`src/rtl/dmem_lsu.sv`:
```
// Load/store unit: turns RISC-V hart loads/stores into word-aligned, byte-masked memory requests.
// Define DMEM_LSU_TIMEOUT_EN to trap with a bus-timeout cause when memory never completes.
module dmem_lsu #(
    parameter int TIMEOUT_CYCLES = 16,
    parameter int CW             = 5
) (
    input  logic        i_clk,
    input  logic        i_rst_n,
    input  logic        i_req_valid,
    output logic        o_req_ready,
    input  logic        i_req_wen,
    input  logic [2:0]  i_req_funct3,
    input  logic [31:0] i_req_addr,
    input  logic [31:0] i_req_wdata,
    output logic        o_rsp_valid,
    input  logic        i_rsp_ready,
    output logic [31:0] o_rsp_rdata,
    output logic        o_rsp_trap,
    output logic [1:0]  o_rsp_cause,
    output logic [31:0] o_dmem_addr,
    output logic        o_dmem_ren,
    output logic        o_dmem_wen,
    output logic [31:0] o_dmem_wdata,
    output logic [3:0]  o_dmem_mask,
    input  logic        i_dmem_ready,
    input  logic        i_dmem_rvalid,
    input  logic [31:0] i_dmem_rdata
);

    typedef enum logic [1:0] {
        IDLE = 2'd0,
        REQ  = 2'd1,
        WAIT = 2'd2,
        RESP = 2'd3
    } state_t;

    localparam logic [1:0] CAUSE_NONE    = 2'b00;
    localparam logic [1:0] CAUSE_MISALIGN = 2'b01;
    localparam logic [1:0] CAUSE_FUNCT3  = 2'b10;
    localparam logic [1:0] CAUSE_TIMEOUT = 2'b11;

    state_t      state_q;
    state_t      state_d;

    logic        wen_q;
    logic [2:0]  funct3_q;
    logic [31:0] addr_q;
    logic [31:0] wdata_q;

    logic [31:0] rsp_rdata_q;
    logic        rsp_trap_q;
    logic [1:0]  rsp_cause_q;

    logic        accept;
    logic        funct3_legal;
    logic        misaligned;
    logic [1:0]  req_cause;
    logic        complete;
    logic        timeout;
    logic [31:0] rdata_shifted;
    logic [31:0] load_result;

    // Request classification is done on the live request so traps skip memory entirely.
    always_comb begin
        funct3_legal = 1'b0;
        if (i_req_wen) begin
            funct3_legal = (i_req_funct3 == 3'b000) || (i_req_funct3 == 3'b001) ||
                           (i_req_funct3 == 3'b010);
        end else begin
            funct3_legal = (i_req_funct3 == 3'b000) || (i_req_funct3 == 3'b001) ||
                           (i_req_funct3 == 3'b010) || (i_req_funct3 == 3'b100) ||
                           (i_req_funct3 == 3'b101);
        end
        misaligned = ((i_req_funct3[1:0] == 2'b01) && i_req_addr[0]) ||
                     ((i_req_funct3[1:0] == 2'b10) && (i_req_addr[1:0] != 2'b00));
        if (!funct3_legal) begin
            req_cause = CAUSE_FUNCT3;
        end else if (misaligned) begin
            req_cause = CAUSE_MISALIGN;
        end else begin
            req_cause = CAUSE_NONE;
        end
    end

    assign accept   = i_req_valid && (state_q == IDLE);
    assign complete = ((state_q == REQ) && i_dmem_ready && i_dmem_rvalid) ||
                      ((state_q == WAIT) && i_dmem_rvalid);

`ifdef DMEM_LSU_TIMEOUT_EN
    localparam logic [CW-1:0] TIMEOUT_LAST = CW'(TIMEOUT_CYCLES - 1);

    logic [CW-1:0] cnt_q;

    // Counts cycles spent in WAIT; a completion arriving on the last cycle still wins.
    always_ff @(posedge i_clk or negedge i_rst_n) begin
        if (!i_rst_n) begin
            cnt_q <= '0;
        end else if (state_q == WAIT) begin
            cnt_q <= cnt_q + 1'b1;
        end else begin
            cnt_q <= '0;
        end
    end

    assign timeout = (state_q == WAIT) && !i_dmem_rvalid && (cnt_q == TIMEOUT_LAST);
`else
    assign timeout = 1'b0;
`endif

    always_ff @(posedge i_clk or negedge i_rst_n) begin
        if (!i_rst_n) begin
            state_q <= IDLE;
        end else begin
            state_q <= state_d;
        end
    end

    always_comb begin
        state_d = state_q;
        case (state_q)
            IDLE: begin
                if (accept) begin
                    state_d = (req_cause != CAUSE_NONE) ? RESP : REQ;
                end
            end
            REQ: begin
                if (i_dmem_ready) begin
                    state_d = i_dmem_rvalid ? RESP : WAIT;
                end
            end
            WAIT: begin
                if (complete || timeout) begin
                    state_d = RESP;
                end
            end
            RESP: begin
                if (i_rsp_ready) begin
                    state_d = IDLE;
                end
            end
            default: state_d = IDLE;
        endcase
    end

    always_ff @(posedge i_clk or negedge i_rst_n) begin
        if (!i_rst_n) begin
            wen_q    <= 1'b0;
            funct3_q <= 3'b000;
            addr_q   <= '0;
            wdata_q  <= '0;
        end else if (accept) begin
            wen_q    <= i_req_wen;
            funct3_q <= i_req_funct3;
            addr_q   <= i_req_addr;
            wdata_q  <= i_req_wdata;
        end
    end

    always_comb begin
        rdata_shifted = i_dmem_rdata >> {addr_q[1:0], 3'b000};
        load_result   = '0;
        if (!wen_q) begin
            case (funct3_q)
                3'b000:  load_result = {{24{rdata_shifted[7]}}, rdata_shifted[7:0]};
                3'b001:  load_result = {{16{rdata_shifted[15]}}, rdata_shifted[15:0]};
                3'b010:  load_result = rdata_shifted;
                3'b100:  load_result = {24'd0, rdata_shifted[7:0]};
                3'b101:  load_result = {16'd0, rdata_shifted[15:0]};
                default: load_result = '0;
            endcase
        end
    end

    // Response fields are loaded once per access and then held for the whole of RESP.
    always_ff @(posedge i_clk or negedge i_rst_n) begin
        if (!i_rst_n) begin
            rsp_rdata_q <= '0;
            rsp_trap_q  <= 1'b0;
            rsp_cause_q <= CAUSE_NONE;
        end else if (accept && (req_cause != CAUSE_NONE)) begin
            rsp_rdata_q <= '0;
            rsp_trap_q  <= 1'b1;
            rsp_cause_q <= req_cause;
        end else if (complete) begin
            rsp_rdata_q <= load_result;
            rsp_trap_q  <= 1'b0;
            rsp_cause_q <= CAUSE_NONE;
        end else if (timeout) begin
            rsp_rdata_q <= '0;
            rsp_trap_q  <= 1'b1;
            rsp_cause_q <= CAUSE_TIMEOUT;
        end
    end

    always_comb begin
        o_dmem_mask = 4'b1111;
        case (funct3_q[1:0])
            2'b00:   o_dmem_mask = 4'b0001 << addr_q[1:0];
            2'b01:   o_dmem_mask = addr_q[1] ? 4'b1100 : 4'b0011;
            default: o_dmem_mask = 4'b1111;
        endcase
    end

    assign o_req_ready  = i_rst_n && (state_q == IDLE);
    assign o_dmem_addr  = {addr_q[31:2], 2'b00};
    assign o_dmem_wdata = wdata_q << {addr_q[1:0], 3'b000};
    assign o_dmem_ren   = (state_q == REQ) && !wen_q;
    assign o_dmem_wen   = (state_q == REQ) && wen_q;
    assign o_rsp_valid  = (state_q == RESP);
    assign o_rsp_rdata  = rsp_rdata_q;
    assign o_rsp_trap   = rsp_trap_q;
    assign o_rsp_cause  = rsp_cause_q;

endmodule

```
`config.mk`:
```
export PLATFORM = sky130hd
export DESIGN_NAME = dmem_lsu
export DESIGN_NICKNAME = d
export VERILOG_FILES = /design/src/rtl/dmem_lsu.sv
export SDC_FILE = /design/constraint.sdc
export NUM_CORES = 1
export LEC_CHECK = 0
export CAP_MARGIN = 20
export CORE_UTILIZATION = 41
export CTS_BUF_LIST = sky130_fd_sc_hd__clkbuf_8
export DETAILED_ROUTE_END_ITERATION = 12
export GPL_TIMING_DRIVEN = 0
export MAX_ROUTING_LAYER = met4
export PLACE_DENSITY = 0.84
export SYNTH_ARGS = -nofsm -noshare
export SYNTH_HDL_FRONTEND = slang
export SYNTH_SLANG_ARGS = --single-unit
```
`constraint.sdc`:
```
create_clock -name i_clk -period 2 [get_ports i_clk]
set_input_delay 0.3 -clock i_clk [delete_from_list [all_inputs] [get_ports i_clk]]
set_output_delay 0.3 -clock i_clk [all_outputs]
set_load 0.05 [all_outputs]
```
[Word-level counts from Yosys, hierarchy flattened]
Cells that the tools add are included.
Word-level totals
  flip-flop bits (word level): 105
  bits of input ports: 106
  output and inout port bits: 107
Operators by class
  reductions and logical operators: 25
  shift operators: 3
  equal/unequal tests: 18
  multiplexer cells: 20
Operators with widths (count)
  $pmux W32 S5: 1
  $mux W32: 3
  $shl A32 B5 Y32: 1
  $shr A32 B5 Y32: 1
  $mux W2: 8
  $eq A3 B3 Y1 const B: 4
  $logic_and A1 B1 Y1: 10
  $pmux W2 S4: 1
  $pmux W4 S2: 1
  $eq A2 B1 Y1 const B: 3
  $eq A2 B2 Y1 const B: 3
  $eq A3 B1 Y1 const B: 2
  $eq A3 B2 Y1 const B: 2
  $logic_not A3 Y1: 2
  $logic_or A1 B1 Y1: 6
  $ne A2 B2 Y1 const B: 3
  $reduce_bool A2 Y1: 3
  $mux W1: 5
  $logic_not A2 Y1: 2
  $mux W4: 1
  $reduce_and A4 Y1: 1
  $shl A1 B2 Y4 const A: 1
  $ne A2 B1 Y1 const B: 1
  $logic_not A1 Y1: 1

[Longest topological paths before layout]
Gate-level depths: netlist (run 1).
  depth in word-level cells: 11
  mapped depth: 7
  mapped depth without buffers: 6

[Worst setup path before layout (run 1)]
OpenSTA, ideal clock, no wires.
  path kind: register to output
  start point: reg addr_q[0]
  end point: out o_dmem_wdata[16]
  stages on the path, launching flop included: 6
  data arrival time: 2180 ps
  required time: 1700 ps
  setup slack: -480 ps
  path through: dfrtp_1 -> buf_2 -> buf_2 -> buf_2 -> mux2i_1 -> o21ai_0
Between the ends
  cells in the longest elaborated chain, start to end: 1
RTL lines
  from (decl): RTL line 47  | logic [31:0] addr_q;
  from (signal assigned): RTL line 154  | addr_q <= i_req_addr;
  $shl A32 B5 Y32: RTL line 206  | assign o_dmem_wdata = wdata_q << {addr_q[1:0], 3'b000};
  to (decl): RTL line 23  | output logic [31:0] o_dmem_wdata,
Every way passes these cells.

[Worst setup path after layout (run 1)]
  start point: reg addr_q[0]
  end point: out o_dmem_wdata[24]
Same word-level chain as after synthesis.

==> results of run 1 <==
-- timing repair --
action                     in CTS  in global routing
cloned                          1                  3
buffers inserted               10                 12
gates resized for setup       308                 69
pin swaps                       7                 11
hold endpoints to repair       53                 53
setup endpoints to repair     127                 94
-- through the flow --
step                      worst slack [ns]  std cells  hold slack (ns)
after floorplan                     -0.163        479          0.00441
after global placement               -3.69        865            0.465
after detailed placement            -0.810        866            0.384
after CTS                       -0.0000387        892           -0.139
after global routing               -0.0617        908           -0.116
final                               0.0210        908           -0.139
-- logic make-up (layout without fill, tap and decap cells) --
| logic type | Yosys count | count (layout) | synth area share |
|---|---|---|---|
| muxes | 112 | 112 | 0.217 |
| AOI/OAI and AO/OA | 108 | 108 | 0.160 |
| DFF | 105 | 105 | 0.466 |
| and+or+nand+nor | 79 | 79 | 0.0724 |
| buffers and inverters | 68 | 320 | 0.0726 |
| adders and majority gates | 5 | 5 | 0.0111 |
| other | 1 | 3 | 0.000665 |
-- per-layer routing --
layer,share of wire,vias up,wire [um]
met5,0,-,0
met4,0.025,0,412
met3,0.058,28,970
met2,0.50,161,8460
met1,0.41,2355,6960
li1,-,2198,-
-- final cells by class --
class / instances / area, um^2
Buffer: 63 / 534
Tap cell: 176 / 220
Sequential cell: 105 / 2630
Inverter: 5 / 22.5
Fill cell: 1021 / 4520
Clock inverter: 5 / 25.0
Timing Repair Buffer: 237 / 2350
Multi-Input combinational cell: 306 / 2910
Antenna cell: 1 / 2.50
Clock buffer: 10 / 138
-- worst max path at each step --
stage / startpoint / to / slack [ns] / depth (start not counted)
2_1_floorplan: addr_q[0] / o_dmem_mask[1] / -0.16 / 5
3_3_place_gp: i_rst_n / o_req_ready / -3.69 / 3
3_5_place_dp: addr_q[1] / o_dmem_wdata[13] / -0.81 / 5
4_1_cts: addr_q[0] / o_dmem_wdata[29] / -0.00004 / 7
5_1_grt: addr_q[0] / o_dmem_wdata[24] / -0.06 / 6
6_report: addr_q[0] / o_dmem_wdata[24] / 0.02 / 6
-- layout by cell type, fill, tap and decap left out, types with 13 or more instances in the layout --
| cell type | instances |
|---|---|
| buf_4 | 71 |
| clkdlybuf4s50_1 | 160 |
| buf_6 | 27 |
| mux2_2 | 70 |
| mux2i_1 | 38 |
| nand2_1 | 24 |
| nor2_1 | 13 |
| o2bb2ai_1 | 13 |
| dfrtp_1 | 104 |
| buf_2 | 14 |
-- critical path, cell delays in order (launching register included) --
cell and delay [ns]:
dfrtp_1 0.38, buf_6 0.14, buf_12 0.14, buf_12 0.13, mux2i_4 0.18, a21oi_2 0.15
buf_6 0.17
-- sequential cells by signal, summed over array words and instances, names as in the netlist --
name and count:
o_rsp_rdata 32, state_q 2, wen_q 1, addr_q 32
o_rsp_cause 2, wdata_q 32, o_rsp_trap 1, funct3_q 3
==> impl_metrics.tcl, run 1 <==
set metrics [dict create \
    tightest_slew_ns 0.560 \
    hold_path_class "input pin to async pin" \
    drtIter0Drc 243 \
    htree_levels 3 \
    synth_warnings 0 \
    routed_wl_um 16800 \
    layout-drive-gt1-share 0.378 \
    postPlaceCellArea_um2 8030 \
    period_share 0.989 \
    portBuffers 210 \
    synthFlopType "dfrtp_1" \
    setup_violations 0 \
    grt_usage 0.243 \
    rsz0062_at_grt "true" \
    syn_avg_cell_area_um2 11.8 \
    cts_tree "built" \
    syn_inst 478 \
    use_met3 0.0508 \
    synth_commonest_cells "105 x dfrtp_1, 70 x mux2_2, 41 x mux2i_1, 33 x buf_4, 29 x nand2_1" \
    arrival_ns 1.68 \
    cts.path.max_buffers 2 \
    core.rowCount 42 \
    yosys.cell_types.count 42 \
    num_vias 4742 \
    violations "hold timing" \
    initial_utilization 0.422 \
    fp.dieH_um 119 \
    finalSetupTns_ns 0 \
    yosys.area.top_type "dfrtp_1" \
    drt_pass1_iterations 4 \
    busiest_layer "met2" \
    synthArstFlopShare 1.00 \
    cp-end-kind "output port" \
    hold_violations 53 \
    utilization 0.662 \
    wl_per_cell_um 18.5 \
    cp_max_fo 7 \
    whs_ns -0.139 \
    postRouteAntennaNets 0 \
    yosysMostFrequentCell "dfrtp_1" \
    grt_antenna_before_repair 1 \
    clk_pin_slew_worst_paths_ns 0.10 \
    finalClockSkew_ns 0.00639 \
    hpwl_um 12200 \
    required_ns 1.70 \
    grt_util_met2 0.399 \
    fin_crit_ns 1.98 \
    nets 838 \
    cts_buffers 9 \
    grt_max_degree 55 \
    ys_seq_area_frac 0.466 \
    gp_congestion 0.898 \
    synth_area_um2 5640 \
    grt_overflow 0 \
    grt_pass1_vias 4933 \
    die_w_um 119 \
    regToRegEndpoint "o_rsp_rdata[3]" \
    ys_ff_latch 105 \
    regToRegSetupSlack_ns 0.10 \
    design_area_um2 8830 \
    worstSetupPathType "register to output port" \
    syn_to_final_growth_pct 56.7 \
    via_per_inst 5.22 \
    maxCapViolCount 0 \
    grt_util_met1 0.297 \
    synth_edf_count 0 \
    max_freq_mhz 505 \
    status "finished with violations" \
    final_max_slew_viol_count 0 \
    reg2reg_from "state_q[1]" \
    crit_path_start_kind "register" \
    clock_latency_ns 0.38 \
    clock-sinks 105 \
    fp.coreArea_um2 13300 \
    maxSlewHeadroom 0.626 \
    ff2ff_path_depth 8 \
    grt_pass1_wl_um 25900 \
    synth_top_area_share 0.466 \
    synth.area.top_cells "dfrtp_1 47%, mux2_2 14%, mux2i_1 7.3%, buf_4 4.4%, o2bb2ai_2 2.7%" \
    drcViolationCount 0 \
    io_pins 213 \
    die_area_um2 14200 \
    cts-root-buf "clkbuf_8" \
]
Power of run 1 is not shown: default switching activity piles up to over one toggle a cycle in this logic, so the estimate is an artifact.
==> run 2, diff against run 1 <==
--- a/config.mk
+++ b/config.mk
@@ -6,12 +6,11 @@
 export NUM_CORES = 1
 export LEC_CHECK = 0
 export CAP_MARGIN = 20
-export CORE_UTILIZATION = 41
-export CTS_BUF_LIST = sky130_fd_sc_hd__clkbuf_8
+export CORE_UTILIZATION = 40
 export DETAILED_ROUTE_END_ITERATION = 12
 export GPL_TIMING_DRIVEN = 0
 export MAX_ROUTING_LAYER = met4
-export PLACE_DENSITY = 0.84
+export PLACE_DENSITY = 0.83
 export SYNTH_ARGS = -nofsm -noshare
 export SYNTH_HDL_FRONTEND = slang
 export SYNTH_SLANG_ARGS = --single-unit
==> impl_metrics.tcl, run 2 (same netlist as run 1, synthesis figures left out) <==
set metrics [dict create \
    worstSetupPathType "input pin to register" \
    core.rowCount 43 \
    initial_utilization 0.408 \
    mostFrequentLayoutCell "clkdlybuf4s50_1" \
    cts_hold_buf 3 \
    regToRegSetupSlack_ns 0.03 \
    clock_latency_ns 0.35 \
    grt_pass1_wl_um 25500 \
    drcViolationCount 0 \
    via_per_inst 5.31 \
    regToRegEndpoint "o_rsp_rdata[15]" \
    final_max_slew_viol_count 0 \
    clk_pin_slew_worst_paths_ns 0.07 \
    whs_ns -0.0461 \
    stdcell_count 913 \
    hold_path_class "input pin to async pin" \
    maxSlewHeadroom 0.627 \
    status "finished with violations" \
    nets 841 \
    setup_violations 0 \
    die_w_um 121 \
    dp_cells 870 \
    io_pins 213 \
    grt_max_degree 67 \
    syn_to_final_growth_pct 58.1 \
    finalClockSkew_ns 0.00584 \
    cts_buffers 9 \
    routed_wl_um 17000 \
    maxCapViolCount 0 \
    hpwl_um 12100 \
    htree_levels 3 \
    clock-sinks 105 \
    arrival_ns 2.26 \
    grt_usage 0.236 \
    cts.path.max_buffers 2 \
    cts_tree "built" \
    drt_pass1_iterations 5 \
    die_area_um2 14600 \
    wl_per_cell_um 18.7 \
    portBuffers 210 \
    required_ns 2.27 \
    period_share 0.998 \
    grt_overflow 0 \
    postRouteAntennaNets 0 \
    grt_pass1_vias 4915 \
    cp-end-kind "register" \
    drtIter0Drc 251 \
    fp.dieH_um 121 \
    num_vias 4846 \
    grt_antenna_before_repair 0 \
    hold_violations 65 \
    cts-root-buf "clkbuf_16" \
    cp_max_fo 6 \
    ff2ff_path_depth 7 \
    max_freq_mhz 501 \
    rsz0062_at_grt "true" \
    fp.coreArea_um2 13800 \
    crit_path_start_kind "input pin" \
    layout-drive-gt1-share 0.372 \
    violations "hold timing" \
    final_cell_mix "165 x clkdlybuf4s50_1, 104 x dfrtp_1, 71 x buf_4" \
    tightest_slew_ns 0.544 \
    reg2reg_from "state_q[0]" \
    gp_congestion 0.903 \
    num_antenna_cells 0 \
    fin_crit_ns 2.00 \
]
run 2: what timing repair did:
action | in CTS | in global routing
resized for setup | 284 | 57
hold endpoints to repair | 40 | 65
setup endpoints to repair | 123 | 103
cloned | 0 | 4
pin swaps | 5 | 9
buffers inserted | 5 | 17
run 2: layout make-up:
class                      instances  area, um^2
sequential                       105        2630
clock buffer                      12         256
inverter                           5        21.3
timing repair buffer             240        2360
fill                            1064        4910
tap                              180         225
buffer                            63         522
multi-input combinational        306        2880
clock inverter                     2        15.0
run 2: metrics by stage:
stage | worst slack (ns) | area [um^2] | hold slack [ns] | setup TNS (ns) | utilization
2_1_floorplan | -0.163 | 5680 | 0.00441 | -0.847 | -
3_3_place_gp | -3.75 | 8010 | 0.463 | -394.19 | 0.579
3_5_place_dp | -0.780 | 8040 | 0.319 | -46.10 | 0.581
4_1_cts | -0.00216 | 8540 | -0.0369 | -0.00216 | 0.618
5_1_grt | -0.0429 | 8910 | -0.0376 | -0.425 | 0.645
6_report | 0.00396 | 8910 | -0.0461 | 0 | 0.645
run 2: worst max-delay path by stage:
stage	slack (ns)	endpoint	startpoint
floorplan	-0.16	o_dmem_mask[1]	addr_q[0]
global route	-0.04	o_rsp_rdata[14]	state_q[0]
global placement	-3.75	o_req_ready	i_rst_n
CTS	-0.002	o_dmem_wdata[24]	addr_q[0]
finish	0.004	o_rsp_rdata[15]	i_req_wen
detailed placement	-0.78	o_dmem_wdata[15]	addr_q[1]
run 2: critical path, cell delays in order:
cell,delay (ns)
clkdlybuf4s50_1,0.48
a221oi_4,0.37
nor3_4,0.08
buf_4,0.16
a2111o_1,0.53
buf_6,0.20
o2bb2ai_2,0.14
run 2: per-layer routing:
layer  GRT usage  wire length [um]  vias to the layer above
li1            -                 -                     2209
met2       0.394              8640                      200
met4      0.0594               332                        0
met1       0.276              6860                     2405
met3      0.0745              1200                       32
met5           -                 0                        -
Power of run 2 is left out for the same reason.
==> run 3, diff against run 2 <==
--- a/config.mk
+++ b/config.mk
@@ -6,11 +6,13 @@
 export NUM_CORES = 1
 export LEC_CHECK = 0
 export CAP_MARGIN = 20
-export CORE_UTILIZATION = 40
+export CORE_MARGIN = 5
+export CORE_UTILIZATION = 56
 export DETAILED_ROUTE_END_ITERATION = 12
+export DONT_BUFFER_PORTS = 1
 export GPL_TIMING_DRIVEN = 0
 export MAX_ROUTING_LAYER = met4
-export PLACE_DENSITY = 0.83
+export PLACE_DENSITY = 0.8
 export SYNTH_ARGS = -nofsm -noshare
 export SYNTH_HDL_FRONTEND = slang
 export SYNTH_SLANG_ARGS = --single-unit
==> impl_metrics.tcl, run 3 (same netlist as run 1, synthesis figures left out) <==
set metrics [dict create \
    portBuffers 0 \
    cp_cell_sequence "buf_6 > buf_4 > nor2b_2 > a211oi_2 > a21oi_4" \
    hold_path_class "input pin to async pin" \
    whs_ns -0.389 \
    mostFrequentLayoutCell "dfrtp_1" \
    syn_to_final_growth_pct 23.3 \
    wl_per_cell_um 25.2 \
    max_stage_delay_ns 0.39 \
    slowest_stage "dfrtp_1" \
    rsz0062_at_grt "true" \
    clk_pin_slew_worst_paths_ns 0.11 \
    period_share 1.03 \
    cp_top_family "compound AO/OA/AOI/OAI gates" \
    cts.path.max_buffers 2 \
    grt_pass1_wl_um 23600 \
    worstSetupPathType "register to output port" \
    regToRegEndpoint "state_q[0]" \
    cp-end-kind "output port" \
    reg2reg_from "state_q[0]" \
    met3_length_um 1460 \
    wl_met1_um 6280 \
    setup_slack_ns -0.0595 \
    final_max_slew_viol_count 0 \
    status "finished with violations" \
    die_w_um 110 \
    fp.coreArea_um2 9770 \
    postRouteAntennaNets 0 \
    drtIter0Drc 223 \
    violations "hold timing, setup timing" \
    wl_met2_um 7990 \
    cp_max_fo 10 \
    routed_wl_um 16300 \
    ff2ff_path_depth 4 \
    regToRegSetupSlack_ns 0.07 \
    hpwl_um 11100 \
    max_freq_mhz 486 \
    cts_tree "built" \
    grt_overflow 0 \
    gp_congestion 0.855 \
    postPlaceCellArea_um2 5850 \
    arrival_ns 1.76 \
    initial_utilization 0.577 \
    design_area_um2 6950 \
    fp.dieH_um 110 \
    fillers 676 \
    drcViolationCount 0 \
    via_per_inst 6.25 \
    worst-path-buf-inv 2 \
    finalClockSkew_ns 0.0162 \
    cts-root-buf "clkbuf_8" \
    maxCapViolCount 0 \
    cts_buffers 9 \
    fin_crit_ns 2.06 \
    num_antenna_cells 0 \
    drt_pass1_iterations 4 \
    required_ns 1.70 \
    grt_max_degree 107 \
    grt_usage 0.265 \
    grt_antenna_before_repair 0 \
    hold_violations 105 \
    tightest_slew_ns 0.578 \
    htree_levels 3 \
    nets 622 \
    io_pins 213 \
    core.rowCount 36 \
    cp-startpoint "addr_q[0]" \
    grt_pass1_vias 4342 \
    setup_violations 11 \
    clock_latency_ns 0.37 \
    clock-sinks 105 \
    layout-drive-gt1-share 0.519 \
    dr.max_layer_used "met4" \
    crit_path_start_kind "register" \
    finalSetupTns_ns -0.256 \
    maxSlewHeadroom 0.604 \
    num_vias 4056 \
    die_area_um2 12200 \
    final_cell_mix "103 x dfrtp_1, 70 x mux2_2, 56 x buf_4" \
]
[run 3: cell count changes in the layout (fill, tap and decap cells not counted), moves of 9 or more]
cell	change
clkbuf_4	-9
clkdlybuf4s50_1	-165
buf_6	-15
clkbuf_16	-9
buf_4	-15
clkbuf_8	+9
[run 3: repair_timing]
action                                 in CTS  in global routing
endpoints found under the hold margin     105                105
cloned                                      2                  1
pin swaps                                  15                 11
setup endpoints to repair                 122                103
gates resized for setup                   129                 49
buffers inserted                           11                  7
[run 3: final cells by class]
class	instances	area [um^2]	share of cell area
Buffer	63	547	0.0787
Inverter	5	22.5	0.00324
Sequential cell	105	2630	0.378
Timing Repair Buffer	21	218	0.0313
Clock buffer	10	138	0.0198
Tap cell	133	166	0.0239
Multi-Input combinational cell	306	3150	0.454
Clock inverter	6	75.1	0.0108
[run 3: how the worst max path moves through the flow]
stage                       end  slack (ns)  depth (start not counted)
3_5_place_dp     o_dmem_mask[3]       -0.58                          5
5_1_grt        o_dmem_wdata[31]       -0.11                          5
2_1_floorplan    o_dmem_mask[1]       -0.16                          5
4_1_cts        o_dmem_wdata[24]       -0.05                          5
3_3_place_gp     o_dmem_mask[3]       -0.58                          5
6_report       o_dmem_wdata[31]       -0.06                          5
[run 3: through the flow]
step	instances	utilization	hold WS (ns)	worst slack, ns
2_1_floorplan	479	-	0.00441	-0.163
3_3_place_gp	612	0.598	0.00685	-0.578
3_5_place_dp	612	0.598	0.00732	-0.580
4_1_cts	641	0.685	-0.409	-0.0528
5_1_grt	649	0.711	-0.417	-0.109
6_report	649	0.711	-0.389	-0.0595
[run 3: layer usage]
metal / vias up / global-route usage
met3: 45 / 0.0763
li1: 1781 / -
met1: 2022 / 0.312
met5: - / -
met4: 0 / 0.132
met2: 208 / 0.418
Power of run 3 is left out for the same reason.
